File: config.mk
export PLATFORM = sky130hd
export DESIGN_NAME = poly_pw_seq_flat
export DESIGN_NICKNAME = d
export VERILOG_FILES = /design/src/rtl/poly_pw_pkg.sv /design/src/rtl/poly_pw_seq_if.sv /design/src/rtl/poly_pw_fifo.sv /design/src/rtl/poly_pw_seq.sv /design/src/flat_wrapper.sv
export SDC_FILE = /design/constraint.sdc
export NUM_CORES = 1
export LEC_CHECK = 0
export ABC_CLOCK_PERIOD_IN_PS = 9500
export CORE_ASPECT_RATIO = 1.5
export CORE_MARGIN = 5
export CORE_UTILIZATION = 55
export DETAILED_ROUTE_END_ITERATION = 8
export GPL_TIMING_DRIVEN = 0
export PLACE_DENSITY = 0.89
export REMOVE_ABC_BUFFERS = 1
export SLEW_MARGIN = 40
export SYNTH_ARGS = -nofsm -noshare
export SYNTH_HDL_FRONTEND = slang
export SYNTH_SLANG_ARGS = --single-unit
File: constraint.sdc
create_clock -name poly_pw_clk -period 9.5 [get_ports poly_pw_clk]
set_clock_uncertainty 0.05 [all_clocks]
set_input_delay 1.9 -clock poly_pw_clk [delete_from_list [all_inputs] [get_ports poly_pw_clk]]
set_output_delay 1.9 -clock poly_pw_clk [all_outputs]
set_load 0.01 [all_outputs]
File: src/rtl/poly_pw_pkg.sv
// Shared types and constants for the point-wise polynomial multiply sequencer.
// Latency: n/a (declarations only).
// Backpressure: n/a.
package poly_pw_pkg;

  localparam int COEF_W     = 24;         // coefficient / modulus width
  localparam int M_W        = COEF_W + 1; // Barrett constant width
  localparam int N_W        = 5;          // bit length of q
  localparam int MM_LATENCY = 4;          // multiplier issue-to-result cycles

  typedef enum logic [1:0] {
    IDLE,
    RUN,
    DRAIN,
    DONE
  } pw_state_e;

endpackage

File: src/rtl/poly_pw_seq_if.sv
// Source-read, multiplier and destination-write signals of the sequencer.
// Latency: n/a (wiring only).
// Backpressure: wr_ready from the destination; the multiplier side has none.
interface poly_pw_seq_if #(
  parameter int AW = 8
);
  import poly_pw_pkg::*;

  // source coefficient memories (shared strobe/address)
  logic              rd_en;
  logic [AW-1:0]     rd_addr;
  logic [COEF_W-1:0] rd_a;
  logic [COEF_W-1:0] rd_b;
  // Barrett multiplier
  logic              mm_enable;
  logic [COEF_W-1:0] mm_a;
  logic [COEF_W-1:0] mm_b;
  logic [COEF_W-1:0] mm_q;
  logic [M_W-1:0]    mm_m;
  logic [N_W-1:0]    mm_n;
  logic              mm_valid;
  logic [COEF_W-1:0] mm_result;
  // destination memory
  logic              wr_en;
  logic [AW-1:0]     wr_addr;
  logic [COEF_W-1:0] wr_data;
  logic              wr_ready;

  // master: the sequencer; slave: memories + multiplier around it
  modport master (
    output rd_en, rd_addr, mm_enable, mm_a, mm_b, mm_q, mm_m, mm_n,
           wr_en, wr_addr, wr_data,
    input  rd_a, rd_b, mm_valid, mm_result, wr_ready
  );
  modport slave (
    input  rd_en, rd_addr, mm_enable, mm_a, mm_b, mm_q, mm_m, mm_n,
           wr_en, wr_addr, wr_data,
    output rd_a, rd_b, mm_valid, mm_result, wr_ready
  );

endinterface

File: src/rtl/poly_pw_fifo.sv
// Generic synchronous FIFO with occupancy count; pointers wrap modulo DEPTH.
// Latency: a push is visible at the head one cycle later.
// Backpressure: push ignored when full (unless popping), pop ignored when empty.
// Ports: clk/rst (sync, active-high), push/push_dat, pop/pop_dat (head), empty, full, count.
module poly_pw_fifo #(
  parameter int W     = 24,
  parameter int DEPTH = 8,
  localparam int PW   = (DEPTH > 1) ? $clog2(DEPTH) : 1,
  localparam int CW   = $clog2(DEPTH + 1)
) (
  input  logic          clk,
  input  logic          rst,
  input  logic          push,
  input  logic [W-1:0]  push_dat,
  input  logic          pop,
  output logic [W-1:0]  pop_dat,
  output logic          empty,
  output logic          full,
  output logic [CW-1:0] count
);

  localparam logic [CW-1:0] FULL_CNT = CW'(DEPTH);
  localparam logic [PW-1:0] LAST_PTR = PW'(DEPTH - 1);

  logic [W-1:0]  mem [DEPTH];
  logic [PW-1:0] wr_ptr;
  logic [PW-1:0] rd_ptr;
  logic          do_push;
  logic          do_pop;

  assign empty   = (count == '0);
  assign full    = (count == FULL_CNT);
  assign do_pop  = pop && !empty;
  assign do_push = push && (!full || do_pop);
  assign pop_dat = mem[rd_ptr];

  always_ff @(posedge clk) begin
    if (do_push) mem[wr_ptr] <= push_dat;
  end

  always_ff @(posedge clk) begin
    if (rst) begin
      wr_ptr <= '0;
      rd_ptr <= '0;
      count  <= '0;
    end else begin
      if (do_push) wr_ptr <= (wr_ptr == LAST_PTR) ? '0 : wr_ptr + 1'b1;
      if (do_pop)  rd_ptr <= (rd_ptr == LAST_PTR) ? '0 : rd_ptr + 1'b1;
      unique case ({do_push, do_pop})
        2'b10:   count <= count + 1'b1;
        2'b01:   count <= count - 1'b1;
        default: count <= count;
      endcase
    end
  end

endmodule

File: src/rtl/poly_pw_seq.sv
// Point-wise a[i]*b[i] mod q sequencer around the fixed-latency Barrett multiplier.
// Latency: rd_en at t -> mm_enable t+1 -> mm_valid t+5 -> earliest wr_en t+6.
// Backpressure: credits cap reads in flight at FIFO_DEPTH, so a stalled wr_ready never loses a result.
// Ports: poly_pw_clk, poly_pw_rst (sync, active-high), start, cfg_q/m/n, busy, done,
//        bus (master): rd_* source reads, mm_* multiplier issue/result, wr_* destination writes.
module poly_pw_seq
  import poly_pw_pkg::*;
#(
  parameter int N_COEF     = 256,
  parameter int AW         = 8,
  parameter int FIFO_DEPTH = 8
) (
  input  logic              poly_pw_clk,
  input  logic              poly_pw_rst,
  input  logic              start,
  input  logic [COEF_W-1:0] cfg_q,
  input  logic [M_W-1:0]    cfg_m,
  input  logic [N_W-1:0]    cfg_n,
  output logic              busy,
  output logic              done,
  poly_pw_seq_if.master     bus
);

  localparam int CNT_W = $clog2(N_COEF + 1);
  localparam int CR_W  = $clog2(FIFO_DEPTH + 1);
  localparam logic [CNT_W-1:0] LAST_CNT = CNT_W'(N_COEF);
  localparam logic [CR_W-1:0]  CR_MAX   = CR_W'(FIFO_DEPTH);

  // The FIFO must at least cover the results still inside the multiplier.
  if (FIFO_DEPTH < MM_LATENCY + 2) begin : g_depth_chk
    $error("poly_pw_seq: FIFO_DEPTH too small for the multiplier pipeline");
  end

  pw_state_e         state;
  pw_state_e         state_nxt;
  logic [CNT_W-1:0]  rd_cnt;
  logic [CNT_W-1:0]  wr_cnt;
  logic [CNT_W-1:0]  wr_cnt_nxt;
  logic [CR_W-1:0]   credit;
  logic              issue;
  logic              push;
  logic              pop;
  logic              fifo_empty;
  logic              fifo_full;
  logic [CR_W-1:0]   fifo_count;
  logic [COEF_W-1:0] fifo_head;
  logic              mm_en_q;
  logic [COEF_W-1:0] a_hold;
  logic [COEF_W-1:0] b_hold;

  assign issue      = (state == RUN) && (rd_cnt < LAST_CNT) && (credit < CR_MAX);
  assign pop        = !fifo_empty && bus.wr_ready;
  // Results still in flight after a reset come back while IDLE and are dropped.
  assign push       = bus.mm_valid && (state != IDLE);
  assign wr_cnt_nxt = wr_cnt + CNT_W'(pop);

  assign busy          = (state != IDLE);
  assign done          = (state == DONE);
  assign bus.rd_en     = issue;
  assign bus.rd_addr   = AW'(rd_cnt);
  assign bus.mm_enable = mm_en_q;
  // Memory data arrives in the mm_enable cycle itself, so it is passed straight
  // through then and held afterwards.
  assign bus.mm_a      = mm_en_q ? bus.rd_a : a_hold;
  assign bus.mm_b      = mm_en_q ? bus.rd_b : b_hold;
  assign bus.wr_en     = !fifo_empty;
  assign bus.wr_addr   = AW'(wr_cnt);
  assign bus.wr_data   = fifo_empty ? '0 : fifo_head;

  poly_pw_fifo #(
    .W     (COEF_W),
    .DEPTH (FIFO_DEPTH)
  ) u_fifo (
    .clk      (poly_pw_clk),
    .rst      (poly_pw_rst),
    .push     (push),
    .push_dat (bus.mm_result),
    .pop      (pop),
    .pop_dat  (fifo_head),
    .empty    (fifo_empty),
    .full     (fifo_full),
    .count    (fifo_count)
  );

  // DRAIN looks at the post-pop count so DONE lands the cycle after the last write.
  always_comb begin
    state_nxt = state;
    unique case (state)
      IDLE:    if (start) state_nxt = RUN;
      RUN:     if (rd_cnt == LAST_CNT) state_nxt = DRAIN;
      DRAIN:   if (wr_cnt_nxt == LAST_CNT) state_nxt = DONE;
      DONE:    state_nxt = IDLE;
      default: state_nxt = IDLE;
    endcase
  end

  always_ff @(posedge poly_pw_clk) begin
    if (poly_pw_rst) begin
      state      <= IDLE;
      rd_cnt     <= '0;
      wr_cnt     <= '0;
      credit     <= '0;
      mm_en_q    <= 1'b0;
      a_hold     <= '0;
      b_hold     <= '0;
      bus.mm_q   <= '0;
      bus.mm_m   <= '0;
      bus.mm_n   <= '0;
    end else begin
      assert (fifo_count <= credit)
        else $error("poly_pw_seq: FIFO holds more results than reads outstanding");
      assert (!(push && fifo_full && !pop))
        else $error("poly_pw_seq: result pushed into a full FIFO");

      state   <= state_nxt;
      mm_en_q <= issue;
      if (mm_en_q) begin
        a_hold <= bus.rd_a;
        b_hold <= bus.rd_b;
      end
      if ((state == IDLE) && start) begin
        rd_cnt   <= '0;
        wr_cnt   <= '0;
        credit   <= '0;
        bus.mm_q <= cfg_q;
        bus.mm_m <= cfg_m;
        bus.mm_n <= cfg_n;
      end else begin
        if (issue) rd_cnt <= rd_cnt + 1'b1;
        wr_cnt <= wr_cnt_nxt;
        unique case ({issue, pop})
          2'b10:   credit <= credit + 1'b1;
          2'b01:   credit <= credit - 1'b1;
          default: credit <= credit;
        endcase
      end
    end
  end

endmodule

File: src/flat_wrapper.sv
// flat-port wrapper written by rule: the top's interface ports become plain ports
module poly_pw_seq_flat import poly_pw_pkg::*;
#(
  parameter int N_COEF     = 256,
  parameter int AW         = 8,
  parameter int FIFO_DEPTH = 8
)
  (poly_pw_clk, poly_pw_rst, start, cfg_q, cfg_m, cfg_n, busy, done, bus_rd_en, bus_rd_addr, bus_mm_enable, bus_mm_a, bus_mm_b, bus_mm_q, bus_mm_m, bus_mm_n, bus_wr_en, bus_wr_addr, bus_wr_data, bus_rd_a, bus_rd_b, bus_mm_valid, bus_mm_result, bus_wr_ready);
  poly_pw_seq_if #(.AW(AW)) bus_i ();
  input  logic poly_pw_clk;
  input  logic poly_pw_rst;
  input  logic start;
  input  logic [COEF_W-1:0] cfg_q;
  input  logic [M_W-1:0] cfg_m;
  input  logic [N_W-1:0] cfg_n;
  output logic busy;
  output logic done;
  output wire logic [$bits(bus_i.rd_en)-1:0] bus_rd_en;
  output wire logic [$bits(bus_i.rd_addr)-1:0] bus_rd_addr;
  output wire logic [$bits(bus_i.mm_enable)-1:0] bus_mm_enable;
  output wire logic [$bits(bus_i.mm_a)-1:0] bus_mm_a;
  output wire logic [$bits(bus_i.mm_b)-1:0] bus_mm_b;
  output wire logic [$bits(bus_i.mm_q)-1:0] bus_mm_q;
  output wire logic [$bits(bus_i.mm_m)-1:0] bus_mm_m;
  output wire logic [$bits(bus_i.mm_n)-1:0] bus_mm_n;
  output wire logic [$bits(bus_i.wr_en)-1:0] bus_wr_en;
  output wire logic [$bits(bus_i.wr_addr)-1:0] bus_wr_addr;
  output wire logic [$bits(bus_i.wr_data)-1:0] bus_wr_data;
  input wire logic [$bits(bus_i.rd_a)-1:0] bus_rd_a;
  input wire logic [$bits(bus_i.rd_b)-1:0] bus_rd_b;
  input wire logic [$bits(bus_i.mm_valid)-1:0] bus_mm_valid;
  input wire logic [$bits(bus_i.mm_result)-1:0] bus_mm_result;
  input wire logic [$bits(bus_i.wr_ready)-1:0] bus_wr_ready;
  assign bus_rd_en = bus_i.rd_en;
  assign bus_rd_addr = bus_i.rd_addr;
  assign bus_mm_enable = bus_i.mm_enable;
  assign bus_mm_a = bus_i.mm_a;
  assign bus_mm_b = bus_i.mm_b;
  assign bus_mm_q = bus_i.mm_q;
  assign bus_mm_m = bus_i.mm_m;
  assign bus_mm_n = bus_i.mm_n;
  assign bus_wr_en = bus_i.wr_en;
  assign bus_wr_addr = bus_i.wr_addr;
  assign bus_wr_data = bus_i.wr_data;
  assign bus_i.rd_a = bus_rd_a;
  assign bus_i.rd_b = bus_rd_b;
  assign bus_i.mm_valid = bus_mm_valid;
  assign bus_i.mm_result = bus_mm_result;
  assign bus_i.wr_ready = bus_wr_ready;
  poly_pw_seq #(.N_COEF(N_COEF), .AW(AW), .FIFO_DEPTH(FIFO_DEPTH)) u_core (.poly_pw_clk(poly_pw_clk), .poly_pw_rst(poly_pw_rst), .start(start), .cfg_q(cfg_q), .cfg_m(cfg_m), .cfg_n(cfg_n), .busy(busy), .done(done), .bus(bus_i));
endmodule
==> out/qor.tcl, run 1 <==
set qor(yosysTopAreaCell) {edfxtp_1}
set qor(hold_viol) 0
set qor(internal_power_mw) 3.028
set qor(dp_slack_ns) 4.425
set qor(stdcell_count) 1560
set qor(crit_path_end_kind) {output pin}
set qor(holdCritPathClass) {reg2reg}
set qor(crit_path_frequent_cell) {clkdlybuf4s50_1}
set qor(grt-ovfl-total) 0
set qor(worst_skew_pair.late_latency_ns) 0.55
set qor(register_share_of_total_power) 0.418
set qor(clock_path_buffers) 3
set qor(grt.total_usage) 0.2439
set qor(antenna_found_initial) 5
set qor(placed_cells_incl_taps) 1503
set qor(yosys_most_used_dff) {edfxtp_1}
set qor(final-setup-viol-count) 0
set qor(synth-seq-area-share) 0.6552
set qor(drv.max_cap_violation_count) 0
set qor(hold_ws_ns) 0.4031
set qor(drtAntennaViolNets) 0
set qor(residual_drc_count) 0
set qor(timing.max_slew.rel_slack) 0.6092
set qor(buffer_ports.inserted) 277
set qor(vias_per_cell) 5.466
set qor(clk_pin_slew_ns) 0.07
set qor(design.portCount) 278
set qor(ys_types) 48
set qor(post-dp-hpwl_um) 22950
set qor(slowest_stage) {clkdlybuf4s50_1}
set qor(start_util) 0.5549
set qor(first_pass_iters) 4
set qor(final_max_slew_viol_count) 0
set qor(ys.warnings.count) 0
set qor(route.vias.total) 8527
set qor(die_h_um) 198.9
set qor(route.final.wire_length_um) 32820
set qor(drive_above_1_share) 0.1551
set qor(worst_ep_arrival_time_ns) 3.13
set qor(final.setup.worst_slack_ns) 4.416
set qor(final_core_utilization) 0.7345
set qor(areaGrowthSynthToFinish_pct) 32.37
set qor(cell_chain_of_the_critical_path) {clkdlybuf4s50_1, mux2_2, clkdlybuf4s50_1}
set qor(ys_top_cells_by_area) {edfxtp_1 44%, dfxtp_1 21%, mux4_2 8.3%, mux2_2 4.1%, nand2_1 3.4%}
set qor(clock_sinks) 332
set qor(setup.worst_path.start_class) {input port}
set qor(p_sw_mw) 1.210
set qor(required_time_worst_endpoint_ns) 7.55
set qor(synthDominantCellAreaShare) 0.4409
set qor(grt_first_pass_wirelength_um) 50360
set qor(grt_start_max_net_pins) 76
set qor(floorplan.die_area_um2) 27030
set qor(cts_made_buffers) 29
set qor(ctsHoldBuffers) 0
set qor(syn-instance-count) 943
set qor(chipWidth_um) 135.9
set qor(worst_path_largest_cell_delay_ns) 0.49
set qor(post-route-min-period_ns) 5.084
set qor(comb_power_share) 0.315
set qor(rsz0062_at_grt) {false}
set qor(cts-htree-levels) 1
set qor(post_synth.cell_area_avg_um2) 13.87
set qor(synth-async-reset-ratio) 0
set qor(place_congestion) 0.8495
set qor(run_status) {complete, no violations}
set qor(clock-root-buffer) {clkbuf_16}
set qor(ys_seq_elements) 332
set qor(tightestPinTransition_ns) 0.5830
set qor(syn-cell-area_um2) 13080
set qor(cp_max_fo) 2
set qor(placementRows) 69
set qor(cts.repair.resized) 0
set qor(power_per_cell_area_nw_per_um2) 244.8
set qor(drt_first_iter_violations) 606
set qor(power.share.switching) 0.2855
set qor(vias_in_the_first_global_route) 9103
set qor(power.ir.vdd_worst_mv) 0.1939
set qor(maxClockFrequency_mhz) 196.7
set qor(core-area_um2) 23570
set qor(post_synth_most_frequent_cells) {192 x edfxtp_1, 140 x dfxtp_1, 120 x nand2_1}
set qor(power_frac_clock) 0.268
set qor(nNetsFinal) 1365
set qor(fin_setup_tns_ns) 0
set qor(min_period_over_period) 0.5351
set qor(cts_setup_buffers) 0
set qor(post_drt_wl_per_cell_um) 21.04
set qor(tritoncts_clock_tree) {built}
set qor(p_leak_nw) 5.962
set qor(critical_path_class) {in2out}
set qor(synth_edf_count) 192
set qor(yosysMostFrequentCell) {edfxtp_1}
==> critical path, delay by kind of cell <==
family	cells	cell delay, ns
buffers and inverters	2	0.94
multiplexers	1	0.29
==> layer usage <==
metal / up-vias / part of all wire / track usage / wire length, um
li1: 3920 / - / - / -
met1: 4154 / 0.37 / 0.2948 / 12070
met2: 384 / 0.50 / 0.4123 / 16260
met3: 61 / 0.11 / 0.09033 / 3519
met4: 8 / 0.029 / 0.06873 / 944
met5: - / 0.0011 / 0 / 36
==> placed cells by master, fill, tap and decap left out, types with 5 or more instances in the layout <==
cell	Yosys	layout
nor3_1	8	6
inv_1	18	18
clkdlybuf4s50_1	0	276
nor2b_1	53	53
nor2_1	66	60
edfxtp_1	192	192
xnor2_1	8	8
clkinv_1	0	7
buf_4	17	7
ha_1	17	17
mux2i_1	30	30
nand2_1	120	119
mux2_2	48	48
buf_8	0	7
a21oi_1	70	70
dfxtp_1	140	136
nor2_4	0	6
nand2b_1	6	5
mux4_2	48	48
o21ai_0	6	6
buf_12	0	5
clkbuf_1	28	7
xor2_1	7	7
clkbuf_16	0	29
==> power groups by stage <==
| stage | sequential [mW] | combinational (mW) | clock [mW] |
|---|---|---|---|
| after floorplan | 1.83 | 0.636 | 0 |
| after global placement | 1.84 | 1.23 | 0 |
| after detailed placement | 1.80 | 1.33 | 0 |
| after CTS | 1.77 | 1.35 | 1.15 |
| after global routing | 1.79 | 1.45 | 1.22 |
| final | 1.77 | 1.33 | 1.13 |
==> kinds of logic (layout without fill, tap and decap cells) <==
family | Yosys count | after routing | synth area share
AO/OA/AOI/OAI | 91 | 91 | 0.03942
XOR/XNOR | 15 | 15 | 0.01005
multiplexers | 126 | 126 | 0.1470
adder cells (fa/ha/maj) | 19 | 19 | 0.01933
flip-flops | 332 | 332 | 0.6552
AND/OR/NAND/NOR | 277 | 277 | 0.09950
buffers and inverters | 83 | 378 | 0.02956
other | 0 | 3 | 0
==> path summary, 6_finish.rpt <==
| kind | start | to | slack, ns | cells after the start |
|---|---|---|---|---|
| worst min register to register | u_core.bus.mm_q[4]$_SDFFE_PP0P_ | u_core.bus.mm_q[4]$_SDFFE_PP0P_ | 0.40 | 2 |
| worst max register to register | u_core.state[0]$_SDFFE_PP0P_ | u_core.u_fifo.mem[4][21]$_DFFE_PP_ | 6.26 | 9 |
| worst max-delay path | bus_rd_a[11] | bus_mm_a[11] | 4.42 | 3 |
| worst min-delay path | u_core.bus.mm_q[4]$_SDFFE_PP0P_ | u_core.bus.mm_q[4]$_SDFFE_PP0P_ | 0.40 | 2 |
==> area by class of cell <==
| cell class | count | area (um^2) |
|---|---|---|
| Tap cell | 319 | 399.1 |
| Antenna cell | 3 | 7.507 |
| Clock inverter | 16 | 131.4 |
| Inverter | 21 | 78.83 |
| Timing Repair Buffer | 303 | 3141 |
| Multi-Input combinational cell | 528 | 4190 |
| Sequential cell | 332 | 8583 |
| Clock buffer | 38 | 779.5 |
| Fill cell | 1471 | 6259 |
==> stage by stage <==
step,power (mW),cell area (um^2)
6_report,4.238,17310
5_1_grt,4.455,17310
4_1_cts,4.274,17300
3_5_place_dp,3.137,16390
3_3_place_gp,3.070,15940
2_1_floorplan,2.468,12770
==> flip-flops by register name, indices dropped and copies added, names as in the netlist, 5 cells and up, named ones only <==
| signal | cells |
|---|---|
| u_core.rd_cnt | 9 |
| u_core.u_fifo.mem | 192 |
| u_core.a_hold | 24 |
| u_core.b_hold | 24 |
| u_core.bus.mm_m | 25 |
| u_core.bus.mm_n | 5 |
| u_core.wr_cnt | 9 |
| u_core.bus.mm_q | 24 |
No activity file was read; power rests on OpenSTA's default activity.
==> inputs of run 2 (changes only) <==
--- a/config.mk
+++ b/config.mk
@@ -5,13 +5,13 @@
 export SDC_FILE = /design/constraint.sdc
 export NUM_CORES = 1
 export LEC_CHECK = 0
-export ABC_CLOCK_PERIOD_IN_PS = 9500
+export ABC_CLOCK_PERIOD_IN_PS = 5200
 export CORE_ASPECT_RATIO = 1.5
 export CORE_MARGIN = 5
-export CORE_UTILIZATION = 55
+export CORE_UTILIZATION = 51
 export DETAILED_ROUTE_END_ITERATION = 8
 export GPL_TIMING_DRIVEN = 0
-export PLACE_DENSITY = 0.89
+export PLACE_DENSITY = 0.84
 export REMOVE_ABC_BUFFERS = 1
 export SLEW_MARGIN = 40
 export SYNTH_ARGS = -nofsm -noshare
==> constraint.sdc (replaced) <==
create_clock -name poly_pw_clk -period 5.2 [get_ports poly_pw_clk]
set_clock_uncertainty 0.05 [all_clocks]
set_input_delay 1.04 -clock poly_pw_clk [delete_from_list [all_inputs] [get_ports poly_pw_clk]]
set_output_delay 1.04 -clock poly_pw_clk [all_outputs]
set_load 0.01 [all_outputs]
==> out/qor.tcl, run 2 (synthesis results as in run 1) <==
set qor(run_status) {complete, no violations}
set qor(registers.top_by_ff_count) {u_core.u_fifo.mem}
set qor(design.portCount) 278 ;# unchanged
set qor(post_drt_wl_per_cell_um) 20.94 ;# -0.47%
set qor(hold_ws_ns) 0.4035 ;# +0.0004580 ns
set qor(cts_setup_buffers) 0 ;# unchanged
set qor(start_util) 0.5183 ;# -0.03652
set qor(clock-root-buffer) {clkbuf_16}
set qor(critical_path_class) {reg2out}
set qor(slowest_stage) {dfxtp_4}
set qor(required_time_worst_endpoint_ns) 4.11 ;# -3.44 ns
set qor(grt.total_usage) 0.2229 ;# -0.02091
set qor(maxClockFrequency_mhz) 256.1
set qor(route.vias.total) 8453 ;# -0.87%
set qor(drt_first_iter_violations) 593 ;# -2.1%
set qor(grt_first_pass_wirelength_um) 49870 ;# -0.97%
set qor(cts_made_buffers) 29 ;# unchanged
set qor(clk_pin_slew_ns) 0.06 ;# about the same
set qor(layout_commonest_cell) {clkdlybuf4s50_1}
set qor(grt_start_max_net_pins) 75 ;# -1.3%
set qor(post-dp-hpwl_um) 22840 ;# -0.47%
set qor(worst_skew_pair.late_latency_ns) 0.56 ;# about the same
set qor(grt-ovfl-total) 0 ;# unchanged
set qor(p_leak_nw) 5.964 ;# about the same
set qor(top_regs) {u_core.u_fifo.mem: 192 flops, u_core.bus.mm_m: 25 flops}
set qor(cts-htree-levels) 1 ;# unchanged
set qor(final_cell_mix) {276 x clkdlybuf4s50_1, 192 x edfxtp_1, 136 x dfxtp_1}
set qor(cts.repair.resized) 0 ;# unchanged
set qor(ctsHoldBuffers) 0 ;# unchanged
set qor(cell_chain_of_the_critical_path) {buf_12, mux4_2, mux2i_1, nor2_1, clkdlybuf4s50_1}
set qor(timing.max_slew.rel_slack) 0.5139 ;# -0.09537
set qor(power_per_cell_area_nw_per_um2) 447.6 ;# +83%
set qor(vias_in_the_first_global_route) 8811 ;# -3.2%
set qor(worst_path_largest_cell_delay_ns) 0.68 ;# +0.19 ns
set qor(residual_drc_count) 0 ;# unchanged
set qor(stdcell_count) 1564 ;# +0.26%
set qor(drive_above_1_share) 0.1595 ;# +0.004425
set qor(hold_viol) 0 ;# unchanged
set qor(post-route-min-period_ns) 3.905
set qor(clock_sinks) 332 ;# unchanged
set qor(die_h_um) 206.1 ;# +3.7%
set qor(tightestPinTransition_ns) 0.7252 ;# +0.1423 ns
set qor(buffer_ports.inserted) 277 ;# unchanged
set qor(min_period_over_period) 0.7510
set qor(antenna_found_initial) 4 ;# -1
set qor(drv.max_cap_violation_count) 0 ;# unchanged
set qor(first_pass_iters) 4 ;# unchanged
set qor(final-setup-viol-count) 0 ;# unchanged
set qor(core-area_um2) 25230 ;# +7.0%
set qor(placed_cells_incl_taps) 1509 ;# +0.40%
set qor(cp_max_fo) 25 ;# +23
set qor(largest_register_ff_count) 192 ;# unchanged
set qor(power.ir.vdd_worst_mv) 0.3434 ;# +77%
set qor(tritoncts_clock_tree) {built}
set qor(chipWidth_um) 140.7 ;# +3.6%
set qor(drtAntennaViolNets) 0 ;# unchanged
set qor(route.final.wire_length_um) 32750 ;# -0.21%
set qor(final_max_slew_viol_count) 0 ;# unchanged
set qor(clock_path_buffers) 3 ;# unchanged
set qor(areaGrowthSynthToFinish_pct) 32.57
set qor(holdCritPathClass) {reg2reg}
set qor(setup.worst_path.start_class) {flop}
set qor(rsz0062_at_grt) {false}
set qor(crit_path_end_kind) {output pin}
set qor(place_congestion) 0.8158 ;# -4.0%
set qor(nNetsFinal) 1362 ;# -0.22%
set qor(floorplan.die_area_um2) 29010 ;# +7.3%
set qor(worst_ep_arrival_time_ns) 2.82 ;# -0.31 ns
set qor(placementRows) 71 ;# +2.9%
set qor(vias_per_cell) 5.405 ;# -1.1%
run 2: cell types whose count changed in the layout (fill, tap and decap cells not counted), sizes merged:
cell	delta
inv	+2
bufinv	-1
clkbuf	-3
buf	-3
clkinvlp	+2
diode	-2
run 2: layout make-up:
cell class                      count  area (um^2)
Antenna cell                        1        2.502
Clock buffer                       35        778.2
Clock inverter                     19        147.6
Fill cell                        1739         7893
Inverter                           21        78.83
Multi-Input combinational cell    528         4190
Sequential cell                   332         8583
Tap cell                          328        410.4
Timing Repair Buffer              300         3146
run 2: final timing paths:
kind / start / end / slack (ns) / cells past startpoint
max: flop / bus_wr_data[13] / 1.29 / 5
min: u_core.bus.mm_m[17]$_SDFFE_PP0P_ / u_core.bus.mm_m[17]$_SDFFE_PP0P_ / 0.40 / 2
max reg2reg: u_core.state[0]$_SDFFE_PP0P_ / u_core.u_fifo.mem[4][18]$_DFFE_PP_ / 1.53 / 10
min reg2reg: u_core.bus.mm_m[17]$_SDFFE_PP0P_ / u_core.bus.mm_m[17]$_SDFFE_PP0P_ / 0.40 / 2
run 2: critical path, delay by kind of cell (launching register included):
| kind | cells | cell delay, ns |
|---|---|---|
| buf+inv | 2 | 0.77 |
| flops | 1 | 0.68 |
| mux | 2 | 0.68 |
| simple gates | 1 | 0.08 |
run 2: routing by layer:
| layer | routed length (um) | track usage |
|---|---|---|
| met1 | 11730 | 0.2581 |
| met2 | 16440 | 0.3827 |
| met3 | 3545 | 0.08750 |
| met4 | 993 | 0.06856 |
| met5 | 35 | 0 |
run 2: where the power goes:
part / leakage, nW / switching, mW / internal (mW)
clock network: 0.448 / 0.950 / 1.13
logic: 2.64 / 1.10 / 1.34
registers: 2.87 / 0.198 / 3.04
run 2: through the flow:
stage | worst slack (ns) | TNS, ns | area (um^2) | util | total power [mW]
5_1_grt | 1.086 | 0 | 17330 | 0.6871 | 8.177
4_1_cts | 1.192 | 0 | 17330 | 0.6871 | 7.849
3_5_place_dp | 0.8758 | 0 | 16410 | 0.6504 | 5.759
3_3_place_gp | -1.046 | -63.81 | 15950 | 0.6323 | 5.632
6_report | 1.295 | 0 | 17340 | 0.6872 | 7.760
2_1_floorplan | 1.158 | 0 | 12770 | - | 4.508
==> inputs of run 3 (changes only) <==
--- a/config.mk
+++ b/config.mk
@@ -5,13 +5,13 @@
 export SDC_FILE = /design/constraint.sdc
 export NUM_CORES = 1
 export LEC_CHECK = 0
-export ABC_CLOCK_PERIOD_IN_PS = 5200
+export ABC_CLOCK_PERIOD_IN_PS = 3450
 export CORE_ASPECT_RATIO = 1.5
 export CORE_MARGIN = 5
-export CORE_UTILIZATION = 51
+export CORE_UTILIZATION = 46
 export DETAILED_ROUTE_END_ITERATION = 8
 export GPL_TIMING_DRIVEN = 0
-export PLACE_DENSITY = 0.84
+export PLACE_DENSITY = 0.8
 export REMOVE_ABC_BUFFERS = 1
 export SLEW_MARGIN = 40
 export SYNTH_ARGS = -nofsm -noshare
==> constraint.sdc (replaced) <==
create_clock -name poly_pw_clk -period 3.45 [get_ports poly_pw_clk]
set_clock_uncertainty 0.05 [all_clocks]
set_input_delay 0.69 -clock poly_pw_clk [delete_from_list [all_inputs] [get_ports poly_pw_clk]]
set_output_delay 0.69 -clock poly_pw_clk [all_outputs]
set_load 0.01 [all_outputs]
==> out/qor.tcl, run 3 (synthesis results as in run 1) <==
set qor(run_status) {complete, no violations}
set qor(tightestPinTransition_ns) 0.5908 ;# -0.1345 ns
set qor(chipWidth_um) 147.7 ;# +4.9%
set qor(final_max_slew_viol_count) 0 ;# unchanged
set qor(place_congestion) 0.7772 ;# -4.7%
set qor(nNetsFinal) 1366 ;# +0.29%
set qor(worstPathBufferInverterCount) 2 ;# unchanged
set qor(tritoncts_clock_tree) {built}
set qor(registers.top_by_ff_count) {u_core.u_fifo.mem}
set qor(rsz0062_at_grt) {false}
set qor(grt_first_pass_wirelength_um) 50110 ;# +0.47%
set qor(route.vias.total) 8372 ;# -0.96%
set qor(power_frac_clock) 0.276 ;# +0.008
set qor(post_drt_wl_per_cell_um) 20.48 ;# -2.2%
set qor(path_delay_family) {buffers and inverters}
set qor(antenna_found_initial) 1 ;# -3
set qor(buffer_ports.inserted) 277 ;# unchanged
set qor(internal_power_mw) 8.477 ;# +54%
set qor(first_pass_iters) 5 ;# +1
set qor(power.share.switching) 0.2910 ;# +0.001324
set qor(fillcell_total) 2048 ;# +18%
set qor(route.final.wire_length_um) 32500 ;# -0.78%
set qor(hold_viol) 0 ;# unchanged
set qor(drtAntennaViolNets) 0 ;# unchanged
set qor(final_cell_mix) {276 x clkdlybuf4s50_1, 192 x edfxtp_1, 136 x dfxtp_1}
set qor(comb_power_share) 0.320 ;# +0.005
set qor(core-area_um2) 28060 ;# +11%
set qor(vias_in_the_first_global_route) 8805 ;# -0.068%
set qor(worst_skew_pair.late_latency_ns) 0.55 ;# about the same
set qor(cell_chain_of_the_critical_path) {clkbuf_16, mux4_2, mux2i_1, nor2_1, clkdlybuf4s50_1}
set qor(areaGrowthSynthToFinish_pct) 33.63
set qor(final-setup-viol-count) 0 ;# unchanged
set qor(ff2ff_setup_slack_ns) 0.17 ;# -1.36 ns
set qor(vias_per_cell) 5.275 ;# -2.4%
set qor(cp_max_fo) 11 ;# -56%
set qor(worst_ep_arrival_time_ns) 2.57 ;# -0.25 ns
set qor(maxClockFrequency_mhz) 302.3
set qor(grt-ovfl-total) 0 ;# unchanged
set qor(clock_path_buffers) 3 ;# unchanged
set qor(grt_start_max_net_pins) 63 ;# -16%
set qor(slowest_stage) {mux4_2}
set qor(cts_setup_buffers) 0 ;# unchanged
set qor(residual_drc_count) 0 ;# unchanged
set qor(min_period_over_period) 0.9588
set qor(layout_commonest_cell) {clkdlybuf4s50_1}
set qor(critical_path_class) {reg2out}
set qor(clk_pin_slew_ns) 0.07 ;# about the same
set qor(top_regs) {u_core.u_fifo.mem: 192 flops, u_core.bus.mm_m: 25 flops}
set qor(hold_ws_ns) 0.4039 ;# +0.0003890 ns
set qor(post-dp-hpwl_um) 22320 ;# -2.3%
set qor(fin_setup_tns_ns) 0 ;# unchanged
set qor(cts_made_buffers) 30 ;# +3.4%
set qor(regToRegStartpoint) {u_core.state[0]$_SDFFE_PP0P_}
set qor(min_from) {u_core.bus.mm_m[16]$_SDFFE_PP0P_}
set qor(floorplan.die_area_um2) 31970 ;# +10%
set qor(crit_path_end_kind) {output pin}
set qor(clock_sinks) 332 ;# unchanged
set qor(grt.total_usage) 0.2001 ;# -0.02283
set qor(p_sw_mw) 3.480 ;# +55%
set qor(start_util) 0.4661 ;# -0.05226
set qor(drive_above_1_share) 0.1629 ;# +0.003389
set qor(design.portCount) 278 ;# unchanged
set qor(power_per_cell_area_nw_per_um2) 684.2 ;# +53%
set qor(placementRows) 75 ;# +5.6%
set qor(power.ir.vdd_worst_mv) 0.5368 ;# +56%
set qor(setup.worst_path.start_class) {flop}
set qor(largest_register_ff_count) 192 ;# unchanged
set qor(cts-htree-levels) 1 ;# unchanged
set qor(ctsHoldBuffers) 0 ;# unchanged
set qor(p_leak_nw) 6.003 ;# +0.65%
set qor(timing.max_slew.rel_slack) 0.6052 ;# +0.09135
set qor(clock-root-buffer) {clkbuf_16}
set qor(worst_path_largest_cell_delay_ns) 0.51 ;# -0.17 ns
set qor(post-route-min-period_ns) 3.308
set qor(die_h_um) 216.5 ;# +5.0%
set qor(required_time_worst_endpoint_ns) 2.71 ;# -1.40 ns
set qor(holdCritPathClass) {reg2reg}
set qor(register_share_of_total_power) 0.404 ;# -0.013
set qor(drt_first_iter_violations) 428 ;# -28%
set qor(drv.max_cap_violation_count) 0 ;# unchanged
[run 3: per-stage QoR]
step	worst slack, ns	util	area [um^2]	instances	power [mW]
floorplan	-0.2417	-	12770	881	6.795
detailed placement	-0.5272	0.5861	16450	1529	8.707
CTS	0.01346	0.6220	17450	1585	12.08
finish	0.1420	0.6228	17480	1587	11.96
global route	0.007248	0.6227	17470	1586	12.58
global placement	-2.498	0.5694	15980	1504	8.490
[run 3: path summary, 6_finish.rpt]
kind                                                     endpoint  cells after the start
worst max-delay path                               bus_wr_data[0]                      5
worst min-delay path             u_core.bus.mm_m[16]$_SDFFE_PP0P_                      2
worst max register to register  u_core.u_fifo.mem[0][4]$_DFFE_PP_                     11
worst min register to register   u_core.bus.mm_m[16]$_SDFFE_PP0P_                      2
[run 3: tightest hold or removal path, cell delays in order (launching register included)]
cell     delay (ns)
dfxtp_1        0.31
nand2_1        0.05
a21oi_1        0.05
[run 3: area by class of cell]
cell class                 count  area [um^2]  share of cell area
clock inverter                23        191.4             0.01095
timing repair buffer         303         3201              0.1831
multi-input combinational    528         4203              0.2405
sequential                   332         8583              0.4912
inverter                      21        78.83            0.004511
antenna                        1        2.502           0.0001432
clock buffer                  33        783.3             0.04482
tap                          346        432.9             0.02477
[run 3: routing by layer]
metal  track usage  part of all wire  vias up
met5             0           0.00025        -
met4       0.05068             0.020        2
met3       0.07898              0.11       45
met2        0.3385              0.49      331
met1        0.2400              0.38     4083
li1              -                 -     3911
[run 3: what timing repair did]
item / in CTS / in global routing
endpoints found under the setup margin: 21 / 16
resized for setup: 3 / 1
gates cloned: 1 / 1
[run 3: power groups by stage]
stage | clock network [mW] | registers, mW | logic, mW
floorplan | 0 | 5.04 | 1.75
global placement | 0 | 5.07 | 3.42
detailed placement | 0 | 4.90 | 3.81
CTS | 3.38 | 4.82 | 3.87
global route | 3.54 | 4.88 | 4.16
finish | 3.30 | 4.83 | 3.83
